File: src/rtl/in_shift_reg_pkg.sv
// Shared definitions for the serial-to-parallel receiver and its matching
// word-serializing transmitter: default frame geometry, FSM state type and
// the counter width helper.
package in_shift_reg_pkg;

    // Default frame geometry, shared with the transmitter.
    localparam int IN_SHIFT_REG_N1 = 76;
    localparam int IN_SHIFT_REG_N2 = 7;

    typedef enum logic {
        SHIFT  = 1'b0,
        UNLOAD = 1'b1
    } state_e;

    // Counter width for a counter running 0..n-1; never narrower than one bit.
    function automatic int cnt_width(input int n);
        return (n <= 2) ? 1 : $clog2(n);
    endfunction

endpackage

File: src/rtl/in_shift_lane.sv
// One N1-bit lane register. Shifts a serial bit in at the LSB end (MSB of the
// word arrives first) or loads a whole word from the next lane during unload.
// The two enables are mutually exclusive by construction in the top.
module in_shift_lane
    import in_shift_reg_pkg::*;
#(
    parameter int N1 = IN_SHIFT_REG_N1
) (
    input  logic          Clock,
    input  logic          Reset,
    input  logic          shift_en,
    input  logic          load_en,
    input  logic          serial_in,
    input  logic [N1-1:0] load_data,
    output logic [N1-1:0] data_q
);

    logic [N1-1:0] data_d;

    // Next lane contents: shift-in, parallel load, or hold.
    always_comb begin
        data_d = data_q;
        if (shift_en) begin
            data_d = {data_q[N1-2:0], serial_in};
        end else if (load_en) begin
            data_d = load_data;
        end
    end

    // Lane storage.
    always_ff @(posedge Clock or posedge Reset) begin
        if (Reset) begin
            data_q <= '0;
        end else begin
            data_q <= data_d;
        end
    end

endmodule

File: src/rtl/in_shift_reg.sv
// Multi-lane serial-to-parallel receiver. Captures N2 lanes of N1 bits each,
// MSB first, then hands the words out one per OutValid/OutReady handshake in
// lane order 0..N2-1 by shifting the lane registers down toward lane 0.
// Optional feature macro: IN_SHIFT_REG_OVERRUN_EN adds a sticky Overrun flag
// that records bit strobes dropped while unloading.
//
// state  | meaning
// SHIFT  | accepting bit strobes, BitCnt counts bits of the current frame
// UNLOAD | frame complete, OutValid high, WordCnt counts delivered words
module in_shift_reg
    import in_shift_reg_pkg::*;
#(
    parameter int N1 = IN_SHIFT_REG_N1,
    parameter int N2 = IN_SHIFT_REG_N2
) (
    input  logic          Clock,
    input  logic          Reset,
    input  logic          Clear,
    input  logic          InValid,
    input  logic [N2-1:0] In,
    input  logic          OutReady,
    output logic          OutValid,
    output logic [N1-1:0] OutData,
    output logic          Busy
`ifdef IN_SHIFT_REG_OVERRUN_EN
    ,
    output logic          Overrun
`endif
);

    localparam int BW = cnt_width(N1);
    localparam int WW = cnt_width(N2);
    localparam logic [BW-1:0] BIT_LAST  = BW'(N1 - 1);
    localparam logic [WW-1:0] WORD_LAST = WW'(N2 - 1);

    state_e        state_q, state_d;
    logic [BW-1:0] bit_cnt_q, bit_cnt_d;
    logic [WW-1:0] word_cnt_q, word_cnt_d;
    logic          out_valid_q, out_valid_d;
    logic          busy_q, busy_d;

    logic          accept;
    logic          xfer;
    logic [N1-1:0] lane_q [N2];

    // Clear wins over both a strobe and a transfer in the same cycle.
    assign accept = (state_q == SHIFT) && InValid && !Clear;
    assign xfer   = out_valid_q && OutReady && !Clear;

    // Lane array: lane x shifts in In[x]; on a transfer each lane takes the
    // next one's word and the last lane is refilled with zeros.
    for (genvar x = 0; x < N2; x++) begin : g_lane
        logic [N1-1:0] next_word;
        if (x == N2 - 1) begin : g_last
            assign next_word = '0;
        end else begin : g_mid
            assign next_word = lane_q[x+1];
        end

        in_shift_lane #(
            .N1 (N1)
        ) u_lane (
            .Clock     (Clock),
            .Reset     (Reset),
            .shift_en  (accept),
            .load_en   (xfer),
            .serial_in (In[x]),
            .load_data (next_word),
            .data_q    (lane_q[x])
        );
    end

    assign OutData  = lane_q[0];
    assign OutValid = out_valid_q;
    assign Busy     = busy_q;

    // Next state and counters; outputs are derived from the next state so
    // they come straight from flops.
    always_comb begin
        state_d    = state_q;
        bit_cnt_d  = bit_cnt_q;
        word_cnt_d = word_cnt_q;
        if (Clear) begin
            state_d    = SHIFT;
            bit_cnt_d  = '0;
            word_cnt_d = '0;
        end else if (accept) begin
            if (bit_cnt_q == BIT_LAST) begin
                bit_cnt_d = '0;
                state_d   = UNLOAD;
            end else begin
                bit_cnt_d = bit_cnt_q + BW'(1);
            end
        end else if (xfer) begin
            if (word_cnt_q == WORD_LAST) begin
                word_cnt_d = '0;
                state_d    = SHIFT;
            end else begin
                word_cnt_d = word_cnt_q + WW'(1);
            end
        end
        out_valid_d = (state_d == UNLOAD);
        busy_d      = (state_d == UNLOAD);
    end

    // FSM state, counters and registered outputs.
    always_ff @(posedge Clock or posedge Reset) begin
        if (Reset) begin
            state_q     <= SHIFT;
            bit_cnt_q   <= '0;
            word_cnt_q  <= '0;
            out_valid_q <= 1'b0;
            busy_q      <= 1'b0;
        end else begin
            state_q     <= state_d;
            bit_cnt_q   <= bit_cnt_d;
            word_cnt_q  <= word_cnt_d;
            out_valid_q <= out_valid_d;
            busy_q      <= busy_d;
        end
    end

`ifdef IN_SHIFT_REG_OVERRUN_EN
    logic overrun_q, overrun_d;

    // Sticky record of strobes that arrived while unloading.
    always_comb begin
        overrun_d = overrun_q;
        if (Clear) begin
            overrun_d = 1'b0;
        end else if ((state_q == UNLOAD) && InValid) begin
            overrun_d = 1'b1;
        end
    end

    // Overrun flag storage.
    always_ff @(posedge Clock or posedge Reset) begin
        if (Reset) begin
            overrun_q <= 1'b0;
        end else begin
            overrun_q <= overrun_d;
        end
    end

    assign Overrun = overrun_q;
`endif

endmodule
File: config.mk
export PLATFORM = sky130hd
export DESIGN_NAME = in_shift_reg
export DESIGN_NICKNAME = d
export VERILOG_FILES = /design/src/rtl/in_shift_reg_pkg.sv /design/src/rtl/in_shift_lane.sv /design/src/rtl/in_shift_reg.sv
export SDC_FILE = /design/constraint.sdc
export NUM_CORES = 2
export LEC_CHECK = 0
export ABC_AREA = 0
export CORE_MARGIN = 5
export CORE_UTILIZATION = 54
export DETAILED_ROUTE_END_ITERATION = 10
export PLACE_DENSITY = 0.74
export SLEW_MARGIN = 25
export SYNTH_ARGS = -nofsm -noshare
export SYNTH_HDL_FRONTEND = slang
export SYNTH_SLANG_ARGS = --single-unit
File: constraint.sdc
create_clock -name Clock -period 18.75 [get_ports Clock]
set_clock_uncertainty 0.15 [all_clocks]
set_input_delay 3.75 -clock Clock [delete_from_list [all_inputs] [get_ports Clock]]
set_output_delay 3.75 -clock Clock [all_outputs]
set_load 0.02 [all_outputs]
# --- After elaboration in Yosys (flattened, before gate mapping) ---
# Index checks and enable logic that the tools add are counted.
op_classes:
  n_addsub: 2
  n_eq_ne: 4
  muxes: 26
  n_bitwise: 1
  reduce_logical: 12
op_table:
  columns: ["cell", "count"]
  rows:
  - ["two-way mux 76 bit", 14]
  - ["two-way mux 7 bit", 3]
  - ["two-way mux 3 bit", 4]
  - ["adder 7 x 1 -> 7 bit, second input constant", 1]
  - ["equality test 7 bit, second input constant", 1]
  - ["nonzero test 2 bit", 3]
  - ["nonzero test 3 bit", 2]
  - ["two-way mux 1 bit", 5]
  - ["logical AND 1 bit", 4]
  - ["adder 3 x 1 -> 3 bit, second input constant", 1]
  - ["equality test 3 bit, second input constant", 1]
  - ["inequality test 3 x 2 -> 1 bit, second input constant", 1]
  - ["AND reduction 3 bit", 1]
  - ["inequality test 2 bit, second input constant", 1]
  - ["AND reduction 2 bit", 1]
  - ["logical NOT 1 bit", 1]
  - ["inverter 1 bit", 1]
word_totals:
  reg_bits: 543
  out_inout_bits: 78
  wordCells: 55

# --- Depth between registers and ports, before layout ---
depth:
  depth_word: 5
  ltp_mapped: 8

# --- Modules after synthesis ---
# From an unflattened synthesis, not the netlist that was laid out.
unflattened:
  cells_unflattened: 2384
  area_unflattened_um2: 25383.1
modules_own_cells:
  columns: ["module", "instances", "cells_per_inst", "area_per_inst_um2", "seq_area_each_um2"]
  rows:
  - ["in_shift_lane", 7, 331, 3538.4, 1901.8]
  - ["in_shift_reg", 1, 67, 614.3, 275.3]

# --- Worst setup path before layout ---
# Ideal clock, no wire load.
synth_path:
  path_kind: "input port to flip-flop"
  from: "input Clear"
  to: "register g_lane[1].u_lane.data_q[0]"
  setup_time_ps: 125
  arrival_time_ps: 5095
  t_required_ps: 18475
  path_slack_ps: 13381
  cell_stages: 7
  cell_sequence: "buf_2 -> nor3b_2 -> buf_6 -> buf_6 -> buf_6 -> mux2_4 -> mux2_2"
synth_between:
  elab_chain_cells: 3
synth_rtl:
  columns: ["element", "line", "rtl"]
  rows:
  - ["from (decl)", "in_shift_reg.sv:18", "input logic Clear,"]
  - ["logical NOT 1 bit *", "in_shift_reg.sv:47, in_shift_reg.sv:48", null]
  - ["logical AND 1 bit (on tied branches)", "in_shift_reg.sv:47, in_shift_reg.sv:48", null]
  - ["two-way mux 76 bit / nonzero test 2 bit (equally long branches)", null, null]
  - ["to (signal assigned)", "in_shift_lane.sv:35", "data_q <= data_d;"]
  - ["to (decl)", "in_shift_lane.sv:15", "output logic [N1-1:0] data_q"]
# Every way passes the cells marked *; elsewhere a longest branch is shown, timed or not.
# A chain may end at the register's enable or synchronous reset.

# --- Worst setup path in the final report ---
layout_path:
  from: "input Clear"
  to: "register g_lane[0].u_lane.data_q[49]"
layout_between:
  elab_chain_cells: 3
layout_rtl:
  columns: ["element", "line"]
  rows:
  - ["logical NOT 1 bit *", "in_shift_reg.sv:47, in_shift_reg.sv:48"]
  - ["logical AND 1 bit (on tied branches)", "in_shift_reg.sv:47, in_shift_reg.sv:48"]
  - ["two-way mux 76 bit / nonzero test 2 bit (equally long branches)", null]
  - ["to (signal assigned)", "in_shift_lane.sv:35"]
  - ["to (decl)", "in_shift_lane.sv:15"]
# Marked as above.

==> metrics.yaml <==
status: "finished clean"
synth_fa_ha_area_share_pct: 0.04522
synth_top_family_by_area: "multiplexers"
synthCells: 1708
synth_compound_area_share_pct: 2.998
final_hold_viol_count: 0
drtAntennaViolNets: 0
ys_warn_count: 0
grt_pass1_vias: 14590
ys.flop_type: "dfrtp_1"
netlist_area_um2: 27670
fin_setup_tns_ns: 0
drt-pass1-iter-count: 4
report.final.slew_viol_count: 0
grt.overflow.total: 0
n_fill_cell: 3780
cts_tree: "yes"
holdBufCountCts: 0
setup_viol: 0
place_area_um2: 28680
viasPerCell: 5.499
synth_common_cells: "543 x dfrtp_1, 500 x mux2_4, 255 x mux2_1"
crit_family: "buffers and inverters"
portBuffers: 89
final_area_um2: 30820
hpwl_um: 24060
track_usage_pct: 15.14
root_buffer: "clkbuf_16"
ctsResizeCount: 0
synth_top_area_share_pct: 49.11
slowest_delay_ns: 0.84
synth_mux_area_share_pct: 43.82
die-height_um: 236.4
cts_buffers: 56
drive_above_1_share_pct: 42.98
cts_setup_buffers: 0
core.rowCount: 83
synth.most_common_cell: "dfrtp_1"
yosys.area_share.simple_pct: 0.5743
crit_start: "Clear"
ys_seq_area_share_pct: 49.11
p_leak_uw: 0.01527
crit_required_ns: 19.08
rsz0062_at_grt: "no"
slew_headroom_pct: 25.39
synth_enable_flop_cells: 0
drc_errors: 0
fmax_ghz: 0.1288
min_period_ns: 7.765
grt_max_degree: 174
cap_violations: 0
place_congestion: 0.6929
cp-end-kind: "flip-flop"
start_kind: "primary input"
synth_fp_nets: 1721
cts_buffer_depth: 3
areaGrowthSynthToFinish_pct: 11.40
dieArea_um2: 55870
fin_util_pct: 60.45
yosys.area.top_type: "dfrtp_1"
htree_num_levels: 2
cp.arrival_ns: 8.09
crit_buf_inv: 4
min_from: "g_lane[6].u_lane.data_q[75]"
wl_um: 42620
avgSynthCellArea_um2: 16.20
synth_xor_area_share_pct: 0
synth-async-reset-ratio_pct: 100.0
yosys-top-cells-area: "dfrtp_1 49%, mux2_4 27%, mux2_1 10%"
critPathKind: "in -> reg"
drt-initial-drc-count: 837
die_w_um: 236.4
initial_core_util_pct: 54.26
grt_antenna_before_repair: 0
r2r_start: "Busy"
crit_chain: "clkdlybuf4s50_1 -> nor3b_4 -> buf_12 -> buf_4 -> buf_6 -> mux2_1 -> mux2_4"
fin_total_pwr_uw: 2813
path_max_fanout: 171
synth-seq-cells: 543
p_per_area_nw_per_um2: 91.27
grt_pass1_wl_um: 74490
n_antenna_cell: 0
cp_slowest_cell: "buf_4"
hold_class: "reg -> reg"
pin_count: 90
clkLatencyLatePin_ns: 0.60
post-route-period-util_pct: 41.41
coreArea_um2: 50990
clk_pin_slew_worst_paths_ns: 0.06
cts.sinks: 543
dr_total_vias: 13620
post_drt_wl_per_cell_um: 17.21
tightest_slew_ns: 1.119
layout.nets: 1766
vdd_drop_max_mv: 0.06270
synth_cell_types: 40
-- power by group --
part	internal, uW	leakage, uW	switching [uW]	total, uW
clock network	771	0.00101	458	1230
registers	1240	0.00753	53.1	1290
logic	173	0.00674	122	295
-- final cells by class --
class / count / area (um^2) / area share [%]
tap: 680 / 850.8 / 2.760
multi-input combinational: 1039 / 13150 / 42.65
sequential: 543 / 13590 / 44.08
timing repair buffer: 109 / 1162 / 3.771
clock buffer: 79 / 1639 / 5.317
clock inverter: 22 / 419.2 / 1.360
inverter: 4 / 18.77 / 0.06089
-- path summary, 6_finish.rpt --
| check | endpoint | slack [ns] | cells past startpoint |
|---|---|---|---|
| worst max-delay path | g_lane[0].u_lane.data_q[49] | 10.98 | 7 |
| worst max register to register | g_lane[2].u_lane.data_q[28] | 14.25 | 6 |
| worst min-delay path | g_lane[6].u_lane.data_q[75] | 0.35 | 1 |
| worst min register to register | g_lane[6].u_lane.data_q[75] | 0.35 | 1 |
| max in group asynchronous | g_lane[4].u_lane.data_q[71] | 12.49 | 6 |
| min in group asynchronous | g_lane[0].u_lane.data_q[34] | 3.35 | 2 |
-- metrics by stage --
step | setup WS [ns] | std cells | hold WS, ns
CTS | 10.80 | 2473 | 0.3583
floorplan | 7.464 | 1708 | 0.3157
finish | 10.98 | 2476 | 0.3550
detailed placement | 10.17 | 2372 | 0.3403
global placement | 10.30 | 2372 | 0.3400
global route | 10.86 | 2476 | 0.3834
-- metal layers --
metal / vias up / global-route usage (%) / part of all wire (%)
li1: 6356 / - / -
met1: 7062 / 22.35 / 50
met2: 130 / 23.16 / 45
met3: 68 / 2.572 / 3.0
met4: 0 / 4.495 / 2.2
met5: - / 0 / 0
-- registers in the layout (all words and copies together) (netlist names) --
name / count
Busy: 1
bit_cnt_q: 7
g_lane.u_lane.data_q: 532
word_cnt_q: 3
-- layout by cell type, fill, tap and decap left out, types with 5 or more instances in the layout --
| cell type | n |
|---|---|
| clkbuf_8 | 13 |
| clkdlybuf4s50_1 | 89 |
| clkbuf_1 | 9 |
| a21oi_1 | 8 |
| nand2_1 | 10 |
| buf_6 | 5 |
| bufinv_16 | 12 |
| buf_12 | 5 |
| clkinv_2 | 7 |
| mux2_4 | 500 |
| o21ai_0 | 5 |
| mux2_2 | 155 |
| dfrtp_1 | 543 |
| buf_4 | 8 |
| a22o_1 | 76 |
| clkbuf_16 | 57 |
| mux2_1 | 255 |
-- cells by family after synthesis --
group / Yosys count
AOI/OAI and AO/OA: 101
adders and majority gates: 1
buffers and inverters: 126
DFF: 543
muxes: 910
and+or+nand+nor: 27
(Power assumes the default switching activity.)
